### config.mk
export PLATFORM = sky130hd
export DESIGN_NAME = i_instr_decoder_flat
export DESIGN_NICKNAME = d
export VERILOG_FILES = /design/src/rtl/i_instr_decoder_if.sv /design/src/rtl/i_instr_decoder.sv /design/src/flat_wrapper.sv
export SDC_FILE = /design/constraint.sdc
export NUM_CORES = 1
export LEC_CHECK = 0
export ABC_AREA = 1
export BUFFER_PORTS_ARGS = -buffer_cell sky130_fd_sc_hd__clkbuf_2
export CAP_MARGIN = 20
export CORE_UTILIZATION = 47
export CTS_CLUSTER_DIAMETER = 60
export CTS_CLUSTER_SIZE = 28
export DETAILED_ROUTE_END_ITERATION = 7
export PLACE_DENSITY_LB_ADDON = 0.1
export SYNTH_ARGS = -nofsm -noshare
export SYNTH_HDL_FRONTEND = slang
export SYNTH_SLANG_ARGS = --single-unit
### constraint.sdc
create_clock -name clk -period 2 [get_ports clk]
set_input_delay 0.4 -clock clk [delete_from_list [all_inputs] [get_ports clk]]
set_output_delay 0.4 -clock clk [all_outputs]
set_load 0.02 [all_outputs]
### src/rtl/i_instr_decoder_if.sv
// i_instr_decoder_if: decode request/response bundle; imm_sext exists only when I_INSTR_DECODER_IMM64_EN is defined
interface i_instr_decoder_if;
    logic        valid;
    logic [31:0] instr;
    logic        out_valid;
    logic [1:0]  fmt;
    logic        out_illegal;
    logic [6:0]  opcode;
    logic [2:0]  funct3;
    logic [6:0]  funct7;
    logic [4:0]  rs1;
    logic [4:0]  rs2;
    logic [4:0]  rd;
    logic [11:0] imm_val;
`ifdef I_INSTR_DECODER_IMM64_EN
    logic [63:0] imm_sext;
    modport master (output valid, instr,
                    input out_valid, fmt, out_illegal, opcode, funct3, funct7, rs1, rs2, rd, imm_val, imm_sext);
    modport slave (input valid, instr,
                   output out_valid, fmt, out_illegal, opcode, funct3, funct7, rs1, rs2, rd, imm_val, imm_sext);
`else
    modport master (output valid, instr,
                    input out_valid, fmt, out_illegal, opcode, funct3, funct7, rs1, rs2, rd, imm_val);
    modport slave (input valid, instr,
                   output out_valid, fmt, out_illegal, opcode, funct3, funct7, rs1, rs2, rd, imm_val);
`endif
endinterface

### src/rtl/i_instr_decoder.sv
// i_instr_decoder: registered RV64 I/R/S field decoder; I_INSTR_DECODER_IMM64_EN adds a sign-extended imm_sext output
module i_instr_decoder (
    input logic           clk,
    input logic           reset,
    i_instr_decoder_if.slave dec
);
    logic [6:0]  op;
    logic        is_i, is_r, is_s, legal;
    logic        out_valid_d, out_valid_q;
    logic [1:0]  fmt_d, fmt_q;
    logic        illegal_d, illegal_q;
    logic [6:0]  opcode_d, opcode_q;
    logic [2:0]  funct3_d, funct3_q;
    logic [6:0]  funct7_d, funct7_q;
    logic [4:0]  rs1_d, rs1_q, rs2_d, rs2_q, rd_d, rd_q;
    logic [11:0] imm_val_d, imm_val_q;
`ifdef I_INSTR_DECODER_IMM64_EN
    logic [63:0] imm_sext_d, imm_sext_q;
`endif

    // classify the opcode and pick the next field values; fields hold when no instr is presented
    always_comb begin
        op          = dec.instr[6:0];
        is_i        = op inside {7'b0000011, 7'b0010011, 7'b0011011, 7'b1100111, 7'b1110011};
        is_r        = op inside {7'b0110011, 7'b0111011};
        is_s        = op == 7'b0100011;
        legal       = is_i | is_r | is_s;
        out_valid_d = dec.valid;
        fmt_d       = !dec.valid ? fmt_q : is_i ? 2'b01 : is_r ? 2'b10 : is_s ? 2'b11 : 2'b00;
        illegal_d   = dec.valid ? !legal : illegal_q;
        opcode_d    = dec.valid ? op : opcode_q;
        funct3_d    = dec.valid ? (legal ? dec.instr[14:12] : 3'd0) : funct3_q;
        funct7_d    = dec.valid ? (is_r ? dec.instr[31:25] : 7'd0) : funct7_q;
        rs1_d       = dec.valid ? (legal ? dec.instr[19:15] : 5'd0) : rs1_q;
        rs2_d       = dec.valid ? (is_r | is_s ? dec.instr[24:20] : 5'd0) : rs2_q;
        rd_d        = dec.valid ? (is_i | is_r ? dec.instr[11:7] : 5'd0) : rd_q;
        imm_val_d   = !dec.valid ? imm_val_q : is_i ? dec.instr[31:20] :
                      is_s ? {dec.instr[31:25], dec.instr[11:7]} : 12'd0;
`ifdef I_INSTR_DECODER_IMM64_EN
        imm_sext_d  = {{52{imm_val_d[11]}}, imm_val_d};
`endif
    end

    // output registers; reset clears everything immediately, discarding any in-flight instr
    always_ff @(posedge clk or posedge reset) begin
        if (reset) begin
            out_valid_q <= 1'b0;
            fmt_q       <= 2'b00;
            illegal_q   <= 1'b0;
            opcode_q    <= '0;
            funct3_q    <= '0;
            funct7_q    <= '0;
            rs1_q       <= '0;
            rs2_q       <= '0;
            rd_q        <= '0;
            imm_val_q   <= '0;
`ifdef I_INSTR_DECODER_IMM64_EN
            imm_sext_q  <= '0;
`endif
        end else begin
            out_valid_q <= out_valid_d;
            fmt_q       <= fmt_d;
            illegal_q   <= illegal_d;
            opcode_q    <= opcode_d;
            funct3_q    <= funct3_d;
            funct7_q    <= funct7_d;
            rs1_q       <= rs1_d;
            rs2_q       <= rs2_d;
            rd_q        <= rd_d;
            imm_val_q   <= imm_val_d;
`ifdef I_INSTR_DECODER_IMM64_EN
            imm_sext_q  <= imm_sext_d;
`endif
        end
    end

    assign dec.out_valid   = out_valid_q;
    assign dec.fmt         = fmt_q;
    assign dec.out_illegal = illegal_q;
    assign dec.opcode      = opcode_q;
    assign dec.funct3      = funct3_q;
    assign dec.funct7      = funct7_q;
    assign dec.rs1         = rs1_q;
    assign dec.rs2         = rs2_q;
    assign dec.rd          = rd_q;
    assign dec.imm_val     = imm_val_q;
`ifdef I_INSTR_DECODER_IMM64_EN
    assign dec.imm_sext    = imm_sext_q;
`endif
endmodule

### src/flat_wrapper.sv
// flat-port wrapper written by rule: the top's interface ports become plain ports
module i_instr_decoder_flat 
  (clk, reset, dec_valid, dec_instr, dec_out_valid, dec_fmt, dec_out_illegal, dec_opcode, dec_funct3, dec_funct7, dec_rs1, dec_rs2, dec_rd, dec_imm_val);
  i_instr_decoder_if dec_i ();
  input logic clk;
  input logic reset;
  input wire logic [$bits(dec_i.valid)-1:0] dec_valid;
  input wire logic [$bits(dec_i.instr)-1:0] dec_instr;
  output wire logic [$bits(dec_i.out_valid)-1:0] dec_out_valid;
  output wire logic [$bits(dec_i.fmt)-1:0] dec_fmt;
  output wire logic [$bits(dec_i.out_illegal)-1:0] dec_out_illegal;
  output wire logic [$bits(dec_i.opcode)-1:0] dec_opcode;
  output wire logic [$bits(dec_i.funct3)-1:0] dec_funct3;
  output wire logic [$bits(dec_i.funct7)-1:0] dec_funct7;
  output wire logic [$bits(dec_i.rs1)-1:0] dec_rs1;
  output wire logic [$bits(dec_i.rs2)-1:0] dec_rs2;
  output wire logic [$bits(dec_i.rd)-1:0] dec_rd;
  output wire logic [$bits(dec_i.imm_val)-1:0] dec_imm_val;
  assign dec_i.valid = dec_valid;
  assign dec_i.instr = dec_instr;
  assign dec_out_valid = dec_i.out_valid;
  assign dec_fmt = dec_i.fmt;
  assign dec_out_illegal = dec_i.out_illegal;
  assign dec_opcode = dec_i.opcode;
  assign dec_funct3 = dec_i.funct3;
  assign dec_funct7 = dec_i.funct7;
  assign dec_rs1 = dec_i.rs1;
  assign dec_rs2 = dec_i.rs2;
  assign dec_rd = dec_i.rd;
  assign dec_imm_val = dec_i.imm_val;
  i_instr_decoder u_core (.clk(clk), .reset(reset), .dec(dec_i));
endmodule
=== Yosys cells after proc, flatten, opt, wreduce, memory -nomap -nowiden ===
Index checks and enable logic that the tools add are counted.

* Flip-flop bits (word level): 48
* Output and inout bits: 48
* Logic and storage cells: 34

* Equality and inequality tests: 8
* Muxes and demuxes: 10
* Bitwise logic cells: 3
* Reductions and logical operators: 3

{| class="wikitable"
|+ Operators with widths
! operator !! count
|-
| 12-bit two-way mux || 2
|-
| 7-bit by 6-bit equality test with 1-bit output, second input constant || 3
|-
| 5-bit two-way mux || 3
|-
| 7-bit by 5-bit equality test with 1-bit output, second input constant || 2
|-
| 7-bit equality test, second input constant || 2
|-
| 7-bit by 2-bit equality test with 1-bit output, second input constant || 1
|-
| 7-bit two-way mux || 1
|-
| 2-bit two-way mux || 3
|-
| 5-bit nonzero test || 1
|-
| 3-bit two-way mux || 1
|-
| 1-bit bitwise OR || 3
|-
| 2-bit nonzero test || 1
|-
| 1-bit logical NOT || 1
|}

=== Depth between registers and ports, before layout ===
* Depth after elaboration: 5
* Gate-level depth with buffers: 9
* Mapped depth without buffers: 9

=== Worst setup path after synthesis ===
Ideal clock, no wire load.

* Kind: input to register
* From: input dec_instr[2]
* To: register u_core.illegal_q (netlist: u_core.dec.out_illegal)
* Library setup time: 0.131 ns
* Data arrival time: 1.143 ns
* Required time: 1.869 ns
* Path slack: 0.726 ns
* Stages: 6
* Cells stage by stage: inv_1 -> nand2_1 -> nor3_1 -> nor2_2 -> nand2_4 -> o21ai_1

* Cells in the longest elaborated chain, start to end: 5
* Elaborated cells on any way between the ends: 13
* Classes of those cells: eq/ne (8); bitwise (2); reduce/logical (3)

{| class="wikitable"
|+ Ends and longest elaborated chain
! what !! RTL line !! RTL
|-
| start: declaration || flat_wrapper.sv:8 || <nowiki>input wire logic [$bits(dec_i.instr)-1:0] dec_instr;</nowiki>
|-
| 7-bit by 2-bit equality test with 1-bit output (tied with other cells) || i_instr_decoder.sv:24 || <nowiki>is_i = op inside {7'b0000011, 7'b0010011, 7'b0011011, 7'b1100111, 7'b1110011};</nowiki>
|-
| 5-bit nonzero test / 2-bit nonzero test (equally long branches) || i_instr_decoder.sv:24, i_instr_decoder.sv:25 ||
|-
| 1-bit bitwise OR || i_instr_decoder.sv:27 || <nowiki>legal = is_i | is_r | is_s;</nowiki>
|-
| 1-bit bitwise OR (*) || i_instr_decoder.sv:27 ||
|-
| 1-bit logical NOT (*) || i_instr_decoder.sv:30 || <nowiki>illegal_d = dec.valid ? !legal : illegal_q;</nowiki>
|-
| end signal: assignment || i_instr_decoder.sv:63 || <nowiki>illegal_q <= illegal_d;</nowiki>
|-
| end: declaration || i_instr_decoder.sv:11 || <nowiki>logic illegal_d, illegal_q;</nowiki>
|}

Mark *: on every way between the ends. The rest lies on a longest branch, timed or not.
A chain may end at the register's enable or synchronous reset.

=== Final worst setup path ===
* From: input dec_instr[2]
* To: register u_core.funct7_q[6] (netlist: u_core.dec.funct7[6])

* Cells in the longest elaborated chain, start to end: 3
* Elaborated cells on any way between the ends: 4
* Classes of those cells: eq/ne (2); mux (1); reduce/logical (1)

{| class="wikitable"
|+ Ends and longest elaborated chain
! what !! RTL line !! RTL
|-
| 7-bit by 6-bit equality test with 1-bit output || i_instr_decoder.sv:25 || <nowiki>is_r = op inside {7'b0110011, 7'b0111011};</nowiki>
|-
| 2-bit nonzero test (*) || i_instr_decoder.sv:25 ||
|-
| 7-bit two-way mux (*) || i_instr_decoder.sv:33 || <nowiki>funct7_d = dec.valid ? (is_r ? dec.instr[31:25] : 7'd0) : funct7_q;</nowiki>
|-
| end signal: assignment || i_instr_decoder.sv:66 || <nowiki>funct7_q <= funct7_d;</nowiki>
|-
| end: declaration || i_instr_decoder.sv:14 || <nowiki>logic [6:0] funct7_d, funct7_q;</nowiki>
|}

Marks and branches as above.

==> metrics.txt <==
status=completed; Leak=1.56 nW; share of the synthesized area in the top cell type=around three fifths; R2R cell count=2; synthesized instance count=252; EDFF count, synth=0; CP Data Required Time=2.22 ns; total congestion overflow=0; ANT cells=0; Worst Skew=0 ns; critical path endpoint category=flip-flop; period utilization=64.3%; RSZ-0062 raised after global routing=no; Rel. slew slack=between 60% and 70%; sw power=around 500 uW; Layout area overhead=29.3%; dpl hpwl=3450 um; first-pass GRT wire length=just under 8000 um; core area=around 4100 um2; drt pass-1 iters=4; Synth Flop Type=dfrtp_1; Starting DRT DRC Count=84; setup TNS=0 ns; Fin. Hold Viols=0; pre-CTS setup slack=roughly 0.36 ns; Die Width=67.9 um; multi-input logic area=743 um2; Synth cell types=14; fin crit period=approximately 1.3 ns; Worst Path Arrival=roughly 1.5 ns; largest net degree at the start of global routing=34; fmax=roughly 0.8 GHz; reg2reg start=u_core.dec.funct7[6]$_DFFE_PP0P_; Resize count post-CTS=0; PwrDens=between 700 and 800 nW/um2; Die Span Y=67.9 um; row count=23; path type of the worst setup path=in -> reg; final setup fails=0; Synth area leader=dfrtp_1; dominant cells by area after synthesis=dfrtp_1 (59%), nand2_1 (24%), o21ai_0 (7.6%), inv_1 (2.8%), clkbuf_1 (1.7%); critical path peak fanout=7; Tot Pwr=about 1.9 mW; drt via density=~5; Clock transition at path regs=~0.09 ns; layout cells sized above 1=~30%; Worst path top cell family by delay=simple AND/OR/NAND/NOR gates; Fillers=between 300 and 400; CP max-delay cell=nor3_1; # hold bufs at CTS=0; CTS sink count=between 40 and 50; total track usage=22.7%; WL/cell=approximately 12 um; total CTS buffers=5; routed via count=~1.9k; initial cell density of the core=50.0%; Synthesized Nets=287; initial antenna violation count=0; CP bufs+invs=3; fin. max-slew vios=0; Seq pwr share=a little over half; FF-to-FF End=u_core.dec.funct7[6]$_DFFE_PP0P_; routability cong.=0.855; final WL=around 4800 um; NumNets Final=370; crit start category=input pin; port bufs=82; leading cell types by count after synthesis=nand2_1 (131), dfrtp_1 (48), o21ai_0 (31), inv_1 (15), clkbuf_1 (9); Sequential Area=between 1000 and 1500 um2; Post-CTS Setup Repair Bufs=0; VDD IR-drop max=0.493 mV; area of the die=between 4000 and 5000 um2; drc violations=0; Seq/Total Area, Yosys=roughly three fifths; most common cell in the netlist=nand2_1; synthesized area=~2000 um2; placed cells=378; Worst Slack Setup Final=0.713 ns; R2R Setup Slk=between 1 and 1.5 ns; worst slew pin tran=a little over 0.5 ns; Ys Warns=0; power share of the combinational group=roughly an eighth; Clock H-tree levels=2; Bufs on Longest Clock Path=2; worst hold path class=in -> async; FFs w/ async S/R, synth=100%; WHS=between 0.1 and 0.15 ns; internal power=~1.4 mW; Seq cells post-synth=between 40 and 50; clock latency on the worst-skew pair=approximately 0.3 ns; CP max stage delay=roughly 0.37 ns; Root Driver=clkbuf_8; mean post-synth cell area=approximately 8 um2; Max-Cap Viols=0; Sw Ratio=between 20% and 30%; crit path cell chain=clkbuf_2 > inv_1 > nand2_1 > nor3_1 > inv_1 > o21ai_0; Non-Filler Instances=about 390; Ports=between 80 and 90; vias in the first global route=roughly 1.7k; CTS tree=done; post-route ant nets=0; CP dominant cell by count=inv_1; clock share of power=between 30% and 40%
==> stage by stage <==
stage | cell area, um2 | util [%]
floorplan | 2040 | -
global placement | 2530 | 61.9
detailed placement | 2530 | 61.9
CTS | 2640 | 64.6
global route | 2640 | 64.6
finish | 2640 | 64.6
==> worst reg2reg max path: stages, from the launching register on <==
cell     delay (ns)
dfrtp_1        0.41
nand2_1        0.08
o21ai_0        0.09
==> power by group through the flow <==
stage	logic (mW)	registers, mW	clock network, mW
final	0.230	1.02	0.697
after global routing	0.259	1.02	0.743
after CTS	0.234	1.02	0.708
after detailed placement	0.233	1.03	0
after global placement	0.231	1.03	0
after floorplan	0.0898	1.07	0
==> cells by family (layout without fill, tap and decap cells) <==
group | Yosys count | count (layout) | synth area share (%)
AO/OA/AOI/OAI | 32 | 32 | 7.84
buffers and inverters | 26 | 110 | 4.78
flip-flops | 48 | 48 | 58.8
AND/OR/NAND/NOR | 146 | 146 | 28.6
==> metal layers <==
layer  GRT usage, %  vias up  wire length (um)
met5              0        -                 0
li1               -      939                 -
met3           5.33        6               275
met4           7.03        0                61
met2           39.1       60              2300
met1           28.2      874              2160
==> final cells by class <==
class                   count  area share [%]
flip-flops and latches     48            45.5
clock inverters             3            1.61
repair buffers             85            17.3
clock buffers               5            2.61
well taps                  50            2.37
multi-input cells         178            28.2
inverters                  17            2.42
==> placed cells by master (no fill, tap or decap) <==
cell	n
buf_12	2
buf_4	1
bufinv_16	1
clkbuf_2	82
clkbuf_8	5
clkinv_2	1
clkinvlp_4	1
dfrtp_1	48
inv_1	14
inv_2	3
nand2_1	131
nand2_4	1
nand3_1	2
nand3_2	1
nor2_1	7
nor2_2	2
nor3_1	1
nor3_4	1
o21ai_0	31
o21ai_1	1
==> worst max path at each step <==
stage / start / endpoint / cells past startpoint
2_1_floorplan: reset / u_core.dec.fmt[0]$_DFFE_PP0P_ / 1
3_3_place_gp: dec_instr[2] / u_core.dec.out_illegal$_DFFE_PP0P_ / 7
3_5_place_dp: dec_instr[2] / u_core.dec.out_illegal$_DFFE_PP0P_ / 7
4_1_cts: dec_instr[2] / u_core.dec.funct7[6]$_DFFE_PP0P_ / 6
5_1_grt: dec_instr[2] / u_core.dec.funct7[6]$_DFFE_PP0P_ / 6
6_report: dec_instr[2] / u_core.dec.funct7[6]$_DFFE_PP0P_ / 6
==> registers in the layout (all words and copies together), names as in the netlist <==
register,count
u_core.dec.funct7,7
u_core.dec.imm_val,12
u_core.dec.rs1,5
u_core.dec.fmt,2
u_core.dec.funct3,3
u_core.dec.opcode,7
u_core.dec.out_valid,1
u_core.dec.out_illegal,1
u_core.dec.rd,5
u_core.dec.rs2,5
Power figures use the tool's default switching activity.
